$ cat src/rtl/edge_count_engine_pkg.sv
// Shared types and derived constants for edge_count_engine and fir5_mac.
package edge_count_pkg;

  typedef enum logic [2:0] {
    IDLE,
    PRIME,
    RUN,
    DRAIN,
    DONE
  } state_t;

  // Filter taps per window.
  localparam int unsigned N_TAPS = 5;

  // Reads issued before the first complete window (p-2 .. p+1).
  localparam int unsigned PRIME_READS = 4;

  // Valid stages inside fir5_mac after the window register:
  // window -> products -> sum (compare is combinational on the sum).
  localparam int unsigned PIPE_DEPTH = 3;

  // Signed sum width: product width plus growth for five terms.
  function automatic int unsigned sum_w(input int unsigned pix_w, input int unsigned coef_w);
    return pix_w + coef_w + 3;
  endfunction

  // First evaluated pixel: start of the second row.
  function automatic int unsigned p_first(input int unsigned img_w);
    return img_w;
  endfunction

  // Last evaluated pixel: end of the second-to-last row.
  function automatic int unsigned p_last(input int unsigned img_w, input int unsigned img_h);
    return img_w * (img_h - 1) - 1;
  endfunction

endpackage

$ cat src/rtl/edge_count_engine_fir5_mac.sv
// fir5_mac: 5-pixel window shift register, signed products, adder tree and
// magnitude compare. Window data enters on shift_en; eval marks the shifts
// that complete a window to be evaluated.
module fir5_mac
  import edge_count_pkg::*;
#(
  parameter  int unsigned PIX_W  = 8,
  parameter  int unsigned COEF_W = 4,
  localparam int unsigned SUM_W  = sum_w(PIX_W, COEF_W)
) (
  input  logic                     clk,
  input  logic                     reset,
  input  logic                     flush,
  input  logic                     shift_en,
  input  logic                     eval,
  input  logic [PIX_W-1:0]         pix_in,
  input  logic [N_TAPS*COEF_W-1:0] coef,
  input  logic [SUM_W-1:0]         thresh,
  output logic                     pending,
  output logic                     out_valid,
  output logic                     out_hit
);

  localparam int unsigned PROD_W = PIX_W + COEF_W;

  logic [PIX_W-1:0]         win    [N_TAPS];
  logic signed [PROD_W-1:0] prod_d [N_TAPS];
  logic signed [PROD_W-1:0] prod_q [N_TAPS];
  logic signed [SUM_W-1:0]  pair01, pair23, sum_d, sum_q;
  logic [SUM_W-1:0]         mag;
  logic [PIPE_DEPTH-1:0]    vld_q;

  // Window shift register: win[0] is pixel p-2, win[4] is pixel p+2.
  always_ff @(posedge clk or negedge reset) begin
    if (!reset) begin
      for (int unsigned i = 0; i < N_TAPS; i++) win[i] <= '0;
    end else if (shift_en) begin
      for (int unsigned i = 0; i < N_TAPS - 1; i++) win[i] <= win[i+1];
      win[N_TAPS-1] <= pix_in;
    end
  end

  // Valid tags travelling alongside the data; flush drops everything in flight.
  always_ff @(posedge clk or negedge reset) begin
    if (!reset) begin
      vld_q <= '0;
    end else if (flush) begin
      vld_q <= '0;
    end else begin
      vld_q <= {vld_q[PIPE_DEPTH-2:0], shift_en & eval};
    end
  end

  // Stage 1 products: pixel zero-extended, coefficient sign-extended.
  always_comb begin
    for (int unsigned k = 0; k < N_TAPS; k++) begin
      prod_d[k] = PROD_W'($signed({1'b0, win[k]})) *
                  PROD_W'($signed(coef[k*COEF_W +: COEF_W]));
    end
  end

  // Stage 1 product registers.
  always_ff @(posedge clk or negedge reset) begin
    if (!reset) begin
      for (int unsigned k = 0; k < N_TAPS; k++) prod_q[k] <= '0;
    end else begin
      for (int unsigned k = 0; k < N_TAPS; k++) prod_q[k] <= prod_d[k];
    end
  end

  // Stage 2 adder tree; SUM_W leaves headroom so no overflow is possible.
  always_comb begin
    pair01 = SUM_W'(prod_q[0]) + SUM_W'(prod_q[1]);
    pair23 = SUM_W'(prod_q[2]) + SUM_W'(prod_q[3]);
    sum_d  = pair01 + pair23 + SUM_W'(prod_q[4]);
  end

  // Stage 2 sum register.
  always_ff @(posedge clk or negedge reset) begin
    if (!reset) sum_q <= '0;
    else        sum_q <= sum_d;
  end

  // Stage 3 magnitude and strict compare against the threshold.
  always_comb begin
    mag       = sum_q[SUM_W-1] ? $unsigned(-sum_q) : $unsigned(sum_q);
    out_hit   = (mag > thresh);
    out_valid = vld_q[PIPE_DEPTH-1];
    pending   = |vld_q[PIPE_DEPTH-2:0];
  end

endmodule

$ cat src/rtl/edge_count_engine.sv
// edge_count_engine: scans the interior rows of an image held in a
// single-port SRAM, filters each pixel with a programmable 5-tap signed FIR
// and counts responses whose magnitude strictly exceeds a threshold.
// Optional macro EDGE_MAP_OUT_EN adds the per-pixel edge_valid/edge_flag
// stream in scan order.
module edge_count_engine
  import edge_count_pkg::*;
#(
  parameter  int unsigned IMG_W  = 160,
  parameter  int unsigned IMG_H  = 90,
  parameter  int unsigned PIX_W  = 8,
  parameter  int unsigned ADDR_W = 14,
  parameter  int unsigned CNT_W  = 16,
  parameter  int unsigned COEF_W = 4,
  localparam int unsigned SUM_W  = sum_w(PIX_W, COEF_W)
) (
  input  logic                     clk,
  input  logic                     reset,
  input  logic                     start,
  input  logic                     abort,
  input  logic [N_TAPS*COEF_W-1:0] coef,
  input  logic [SUM_W-1:0]         thresh,
  output logic                     mem_en,
  output logic [ADDR_W-1:0]        mem_addr,
  input  logic [PIX_W-1:0]         mem_data,
  output logic                     busy,
  output logic                     done,
  output logic [CNT_W-1:0]         edge_count
`ifdef EDGE_MAP_OUT_EN
  ,
  output logic                     edge_valid,
  output logic                     edge_flag
`endif
);

  localparam logic [ADDR_W-1:0] ADDR_FIRST      = ADDR_W'(p_first(IMG_W) - 2);
  localparam logic [ADDR_W-1:0] ADDR_PRIME_LAST = ADDR_W'(p_first(IMG_W) - 2 + PRIME_READS - 1);
  localparam logic [ADDR_W-1:0] ADDR_LAST       = ADDR_W'(p_last(IMG_W, IMG_H) + 2);

  state_t                     state_q, state_d;
  logic [ADDR_W-1:0]          addr_q;
  logic [N_TAPS*COEF_W-1:0]   coef_q;
  logic [SUM_W-1:0]           thresh_q;
  logic                       rd_vld_q, rd_run_q;
  logic [CNT_W-1:0]           cnt_q;
  logic                       accept;
  logic                       pending, out_valid, out_hit;

  assign accept     = (state_q == IDLE) && start && !abort;
  assign mem_addr   = addr_q;
  assign edge_count = cnt_q;

  // State register.
  always_ff @(posedge clk or negedge reset) begin
    if (!reset) state_q <= IDLE;
    else        state_q <= state_d;
  end

  // Next-state and handshake outputs. Abort overrides every transition.
  always_comb begin
    state_d = state_q;
    mem_en  = 1'b0;
    busy    = 1'b1;
    done    = 1'b0;
    unique case (state_q)
      IDLE: begin
        busy = 1'b0;
        if (accept) state_d = PRIME;
      end
      PRIME: begin
        mem_en = 1'b1;
        if (addr_q == ADDR_PRIME_LAST) state_d = RUN;
      end
      RUN: begin
        mem_en = 1'b1;
        if (addr_q == ADDR_LAST) state_d = DRAIN;
      end
      DRAIN: begin
        // Leave once only the final stage still holds data; it retires
        // on the same edge that enters DONE.
        if (!rd_vld_q && !pending) state_d = DONE;
      end
      DONE: begin
        done    = 1'b1;
        state_d = IDLE;
      end
      default: state_d = IDLE;
    endcase
    if (abort) state_d = IDLE;
  end

  // Read address: loaded on start, advances with every issued read.
  always_ff @(posedge clk or negedge reset) begin
    if (!reset)      addr_q <= '0;
    else if (accept) addr_q <= ADDR_FIRST;
    else if (mem_en) addr_q <= addr_q + ADDR_W'(1);
  end

  // Coefficients and threshold are frozen for the whole scan.
  always_ff @(posedge clk or negedge reset) begin
    if (!reset) begin
      coef_q   <= '0;
      thresh_q <= '0;
    end else if (accept) begin
      coef_q   <= coef;
      thresh_q <= thresh;
    end
  end

  // Tracks which cycles carry returning SRAM data and whether it completes a window.
  always_ff @(posedge clk or negedge reset) begin
    if (!reset) begin
      rd_vld_q <= 1'b0;
      rd_run_q <= 1'b0;
    end else if (abort) begin
      rd_vld_q <= 1'b0;
      rd_run_q <= 1'b0;
    end else begin
      rd_vld_q <= mem_en;
      rd_run_q <= (state_q == RUN);
    end
  end

  fir5_mac #(
    .PIX_W  (PIX_W),
    .COEF_W (COEF_W)
  ) u_mac (
    .clk       (clk),
    .reset     (reset),
    .flush     (abort),
    .shift_en  (rd_vld_q),
    .eval      (rd_run_q),
    .pix_in    (mem_data),
    .coef      (coef_q),
    .thresh    (thresh_q),
    .pending   (pending),
    .out_valid (out_valid),
    .out_hit   (out_hit)
  );

  // Saturating edge counter, cleared on start, frozen on abort.
  always_ff @(posedge clk or negedge reset) begin
    if (!reset) begin
      cnt_q <= '0;
    end else if (accept) begin
      cnt_q <= '0;
    end else if (out_valid && out_hit && !abort && (cnt_q != '1)) begin
      cnt_q <= cnt_q + CNT_W'(1);
    end
  end

`ifdef EDGE_MAP_OUT_EN
  // Per-pixel result stream, aligned with the counter update.
  always_ff @(posedge clk or negedge reset) begin
    if (!reset) begin
      edge_valid <= 1'b0;
      edge_flag  <= 1'b0;
    end else begin
      edge_valid <= out_valid && !abort;
      edge_flag  <= out_valid && out_hit && !abort;
    end
  end
`endif

endmodule

$ cat config.mk
export PLATFORM = sky130hd
export DESIGN_NAME = edge_count_engine
export DESIGN_NICKNAME = d
export VERILOG_FILES = /design/src/rtl/edge_count_engine_pkg.sv /design/src/rtl/edge_count_engine_fir5_mac.sv /design/src/rtl/edge_count_engine.sv
export SDC_FILE = /design/constraint.sdc
export NUM_CORES = 1
export LEC_CHECK = 0
export ABC_CLOCK_PERIOD_IN_PS = 7900
export BUFFER_PORTS_ARGS = -buffer_cell sky130_fd_sc_hd__buf_2
export CAP_MARGIN = 10
export CORE_UTILIZATION = 40
export DETAILED_ROUTE_END_ITERATION = 8
export PLACE_DENSITY_LB_ADDON = 0.15
export SETUP_SLACK_MARGIN = 0.05
export SYNTH_ARGS = -nofsm -noshare
export SYNTH_HDL_FRONTEND = slang
export SYNTH_SLANG_ARGS = --single-unit
$ cat constraint.sdc
create_clock -name clk -period 7.9 [get_ports clk]
set_input_delay 0.79 -clock clk [delete_from_list [all_inputs] [get_ports clk]]
set_output_delay 0.79 -clock clk [all_outputs]
set_load 0.1 [all_outputs]
**After elaboration in Yosys (flattened, before gate mapping)**

Index checks and enable logic that the tools add are counted.

- Register bits: 188
- Output and inout port bits: 33

- Add/sub/neg operators: 7
- Multipliers: 5
- Magnitude comparators: 1
- Equality and inequality tests: 11
- Multiplexer cells: 17
- Bitwise logic cells: 1
- Reductions and logical operators: 15

Operators with widths:

| cell | count |
|---|---|
| 9-bit by 4-bit multiplier with 12-bit output | 5 |
| 16-bit two-way mux | 2 |
| 14-bit two-way mux | 2 |
| 12-bit by 12-bit adder with 13-bit output | 2 |
| 3-bit two-way mux | 6 |
| 16-bit by 1-bit adder with 16-bit output (second input constant) | 1 |
| 16-bit inequality test (second input constant) | 1 |
| 15-bit by 12-bit adder with 15-bit output | 1 |
| 15-bit adder | 1 |
| 15-bit greater-than comparator | 1 |
| 15-bit two-way mux | 1 |
| 15-bit negation | 1 |
| 14-bit by 1-bit adder with 14-bit output (second input constant) | 1 |
| 14-bit == test (second input constant) | 1 |
| 14-bit by 8-bit == test with 1-bit output (second input constant) | 1 |
| 3-bit inequality test (second input constant) | 4 |
| 3-bit one-hot mux with 4 select lines | 1 |
| 3-bit by 2-bit == test with 1-bit output (second input constant) | 2 |
| 1-bit logical AND | 6 |
| 1-bit two-way mux | 5 |
| 4-bit AND reduction | 1 |
| 2-bit nonzero test | 2 |
| 2-bit OR reduction | 2 |
| 3-bit by 1-bit == test with 1-bit output (second input constant) | 1 |
| 4 further kinds | 6 |

**Depth between registers and ports, before layout**

- Depth after elaboration: 8
- Gate-level depth with buffers: 18
- Depth with buffers taken out: 18

**By module**

A second synthesis with hierarchy kept.

- Cells, all modules: 1,360
- Area total of the unflattened synthesis: 13,777.0 um^2

Modules (own cells, without submodules):

| module | times used | cells each | area each (um^2) | sequential area each (um^2) |
|---|---|---|---|---|
| fir5_mac | 1 | 1,005 | 10,541.4 | 2,952.8 |
| edge_count_engine | 1 | 355 | 3,235.6 | 1,751.7 |

**Worst setup path after synthesis**

OpenSTA, ideal clock, no wires.

- Path type: reg2reg
- From: reg coef_q[6]
- To: reg u_mac.prod_q[47] (netlist bit)
- Setup time: 0.123 ns
- Arrival time: 3.555 ns
- Required time: 7.777 ns
- Path slack: 4.222 ns
- Stages on the path, launching flop included: 16
- Buffers on the path: 1
- Cell sequence: dfrtp_1 -> clkbuf_1 -> nand2_1 -> fa_1 -> fa_1 -> fa_1 -> inv_1 -> ha_1 -> inv_1 -> fa_1 -> nor2b_1 -> o21ai_0 -> a21boi_0 -> o21a_1 -> o41a_1 -> xnor2_1

RTL lines:

| item | line | text |
|---|---|---|
| start: declaration | edge_count_engine.sv:42 | `logic [N_TAPS*COEF_W-1:0] coef_q;` |
| start signal: assignment | edge_count_engine.sv:105 | `coef_q <= coef;` |
| end: declaration | edge_count_engine_fir5_mac.sv:28 | `logic signed [PROD_W-1:0] prod_q [N_TAPS];` |

**Worst setup path after layout**

- From: reg u_mac.prod_q[37] (netlist bit)
- To: reg u_mac.sum_q[12]

- Cells in the longest elaborated chain, start to end: 3

RTL lines:

| item | line | text |
|---|---|---|
| 12-bit by 12-bit adder with 13-bit output | edge_count_engine_fir5_mac.sv:73 | `pair01 = SUM_W'(prod_q[0]) + SUM_W'(prod_q[1]);` |
| 15-bit adder | edge_count_engine_fir5_mac.sv:75 | `sum_d = pair01 + pair23 + SUM_W'(prod_q[4]);` |
| 15-bit by 12-bit adder with 15-bit output | edge_count_engine_fir5_mac.sv:75 |  |
| via u_mac.sum_d[12] | edge_count_engine_fir5_mac.sv:29 | `logic signed [SUM_W-1:0] pair01, pair23, sum_d, sum_q;` |
| end signal: assignment | edge_count_engine_fir5_mac.sv:81 | `else sum_q <= sum_d;` |
| end: declaration | edge_count_engine_fir5_mac.sv:29 |  |

The timed path passes the listed nets, and every way through them passes these cells.
A chain may end at the register's enable or synchronous reset.

==> flow_summary.json <==
{
  "status": "finished, final reports clean",
  "busiest_layer": "met2",
  "initial_utilization_pct": 40.7,
  "tightest_slew_ns": 0.783,
  "ff2ff_setup_slack_ns": 3.90,
  "fin_crit_ns": 4.00,
  "synth-edff-count": 0,
  "final_common_cell": "nand2_1",
  "syn_area_per_cell_um2": 9.79,
  "synth_warnings": 0,
  "use_met3_pct": 2.38,
  "drc": 0,
  "wl_per_cell_um": 14.6,
  "clock_skew_ns": 0.0139,
  "cts_num_sinks": 188,
  "critPathMaxStageDelay_ns": 0.58,
  "cts-buffers-inserted": 17,
  "hold_violations": 0,
  "grt_pass1_vias": 9999,
  "routed_wl_um": 28900,
  "clock.fmax_ghz": 0.250,
  "fillers": 3350,
  "yosys_register_bits": 188,
  "io_pins": 80,
  "grt_max_degree": 97,
  "cp.arrival_ns": 4.37,
  "overflow": 0,
  "slowest_stage": "o41ai_1",
  "drive_gt1_share_pct": 11.6,
  "cp.depth": 15,
  "maxCapViolCount": 0,
  "syn2layout_area_growth_pct": 10.5,
  "hpwl_um": 22700,
  "ant_nets": 0,
  "clk_pin_slew_ns": 0.08,
  "postSynthCellCount": 1438,
  "crit_path_start": "u_mac.prod_q[37]$_DFF_PN0_",
  "io_buffers": 79,
  "die_h_um": 190,
  "cts_buffer_depth": 2,
  "pre_cts_ws_ns": 3.92,
  "worst_slack_ns": 3.90,
  "viasPerCell": 4.90,
  "syn_area_um2": 14100,
  "path_max_fanout": 6,
  "dieWidth_um": 190,
  "mostFrequentLayoutCells": "nand2_1 (195), dfrtp_1 (187), inv_1 (171), ha_1 (171)",
  "core_area_um2": 34600,
  "crit_top_cell": "a21oi_1",
  "worstReg2RegEnd": "u_mac.sum_q[12]$_DFF_PN0_",
  "grt_first_pass_wirelength_um": 49400,
  "cts_tree": "yes",
  "synthesis.nets": 1737,
  "root_buffer": "clkbuf_16",
  "async_flop_share_pct": 100,
  "cts_htree_levels": 4,
  "crit_chain": "ha_1 > a21oi_1 > o211ai_1 > o41ai_1 > o21bai_1 > a21oi_1 > xor2_1 > fa_1 > inv_1 > ha_1 > and2_1 > a311oi_1 > o21bai_1 > a21oi_1 > xnor2_1",
  "post_cts_resized": 0,
  "fin_nets": 1809,
  "grt_antenna_before_repair": 0,
  "drtIter0Drc": 418,
  "worstRegToRegCells": 15,
  "core.rowCount": 68,
  "grt_usage_pct": 17.3,
  "criticalPathCategory": "reg2reg",
  "insertedDiodeCount": 0,
  "relSlewSlack_pct": 47.8,
  "worstSkewPairLatency_ns": 0.45,
  "start_kind": "flop",
  "dieArea_um2": 36000,
  "grt_use_met1_pct": 22.7,
  "slew_violations": 0,
  "grt_util_met2_pct": 29.7,
  "cp-endpoint": "u_mac.sum_q[12]$_DFF_PN0_",
  "ys_seq_area_share_pct": 33.4,
  "synth_flop_cell": "dfrtp_1",
  "post_cts_buffers": 0,
  "finalSetupTns_ns": 0,
  "finalSetupViolCount": 0,
  "rsz0062_at_grt": "no",
  "finalWeightedCongestion": 0.800,
  "critPathRequiredTime_ns": 8.27,
  "firstDrtPassIters": 4,
  "crit_family": "compound AO/OA/AOI/OAI gates",
  "hp-class": "in2async",
  "r2r_start": "u_mac.prod_q[37]$_DFF_PN0_",
  "end_kind": "flop",
  "cts_hold_buf": 0,
  "fin_crit_sh_pct": 50.7,
  "crit_buf_inv": 1,
  "synth_cell_types": 72,
  "vias": 9687
}
per-stage QoR:
stage | hold WS (ns) | cells | cell area, um^2 | utilization, %
after floorplan | 0.445 | 1438 | 14100 | -
after global placement | 0.449 | 1946 | 15000 | 43.2
after detailed placement | 0.462 | 1946 | 15000 | 43.2
after CTS | 0.450 | 1978 | 15600 | 45.0
after global routing | 0.483 | 1978 | 15600 | 45.0
final | 0.415 | 1978 | 15600 | 45.0
synthesized netlist by cell type, drive strengths merged, types with 5 or more instances:
library cell    n  share of area, %
nand3          23              0.82
and3            8              0.36
o21a            9              0.48
nor2b          15              0.67
a211oi          5              0.30
nor2           82               2.2
nand4           8              0.36
nand2         195               5.2
dfrtp         188                33
mux2i           7              0.50
a21boi          5              0.29
o21ai          55               2.0
fa             81                12
and4            6              0.37
a21o           14              0.75
mux2           40               3.2
xnor2          72               4.5
xor2           22               1.4
buf             8              0.28
nor4b           7              0.48
ha            171                15
nor3           13              0.46
a21oi          41               1.5
clkbuf         23              0.61
and2           63               2.8
o41ai           9              0.67
nand2b         42               1.9
inv           171               4.6
sequential cells by signal, indices dropped and copies added, names as in the netlist:
name          count
u_mac.prod_q     60
u_mac.win        40
coef_q           20
edge_count       16
thresh_q         15
u_mac.sum_q      15
mem_addr         14
state_q           3
u_mac.vld_q       3
rd_run_q          1
rd_vld_q          1
routing by layer:
| metal | vias to the layer above | wire (um) | part of all wire, % |
|---|---|---|---|
| met2 | 90 | 13900 | 48 |
| li1 | 4887 | - | - |
| met5 | - | 0 | 0 |
| met1 | 4688 | 14000 | 49 |
| met4 | 0 | 350 | 1.2 |
| met3 | 22 | 623 | 2.2 |
logic make-up after synthesis:
logic type | count (synthesis) | synth area share, %
adder cells (fa/ha/maj) | 252 | 26.7
AND/OR/NAND/NOR | 482 | 16.7
flip-flops | 188 | 33.4
AO/OA/AOI/OAI | 173 | 8.23
XOR/XNOR | 94 | 5.85
multiplexers | 47 | 3.70
buffers and inverters | 202 | 5.45
final cells by class:
class / instances / area [um^2] / area share (%)
multi-input cells: 1048 / 8620 / 55.4
flip-flops and latches: 188 / 4710 / 30.2
repair buffers: 84 / 442 / 2.84
clock inverters: 14 / 153 / 0.981
inverters: 171 / 642 / 4.12
well taps: 455 / 569 / 3.66
clock buffers: 18 / 439 / 2.82
worst min path at each step:
stage / startpoint / endpoint / slack [ns] / cells after the start
floorplan: rd_run_q$_DFF_PN0_ / u_mac.vld_q[0]$_DFF_PN0_ / 0.45 / 2
finish: reset / edge_count[14]$_DFFE_PN0P_ / 0.42 / 1
global placement: rd_run_q$_DFF_PN0_ / u_mac.vld_q[0]$_DFF_PN0_ / 0.45 / 2
global route: reset / mem_addr[8]$_DFFE_PN0P_ / 0.48 / 1
CTS: reset / mem_addr[6]$_DFFE_PN0P_ / 0.45 / 1
detailed placement: rd_run_q$_DFF_PN0_ / u_mac.vld_q[0]$_DFF_PN0_ / 0.46 / 2
worst register-to-register path: stages, from the launching register on:
cell      delay [ns]
dfrtp_1         0.38
ha_1            0.29
a21oi_1         0.19
o211ai_1        0.14
o41ai_1         0.58
o21bai_1        0.12
a21oi_1         0.19
xor2_1          0.10
fa_1            0.48
inv_1           0.04
ha_1            0.36
and2_1          0.19
a311oi_1        0.39
o21bai_1        0.14
a21oi_1         0.19
xnor2_1         0.13
Power is not shown: default switching activity piles up to over one toggle a cycle in this logic, so the estimate is an artifact.
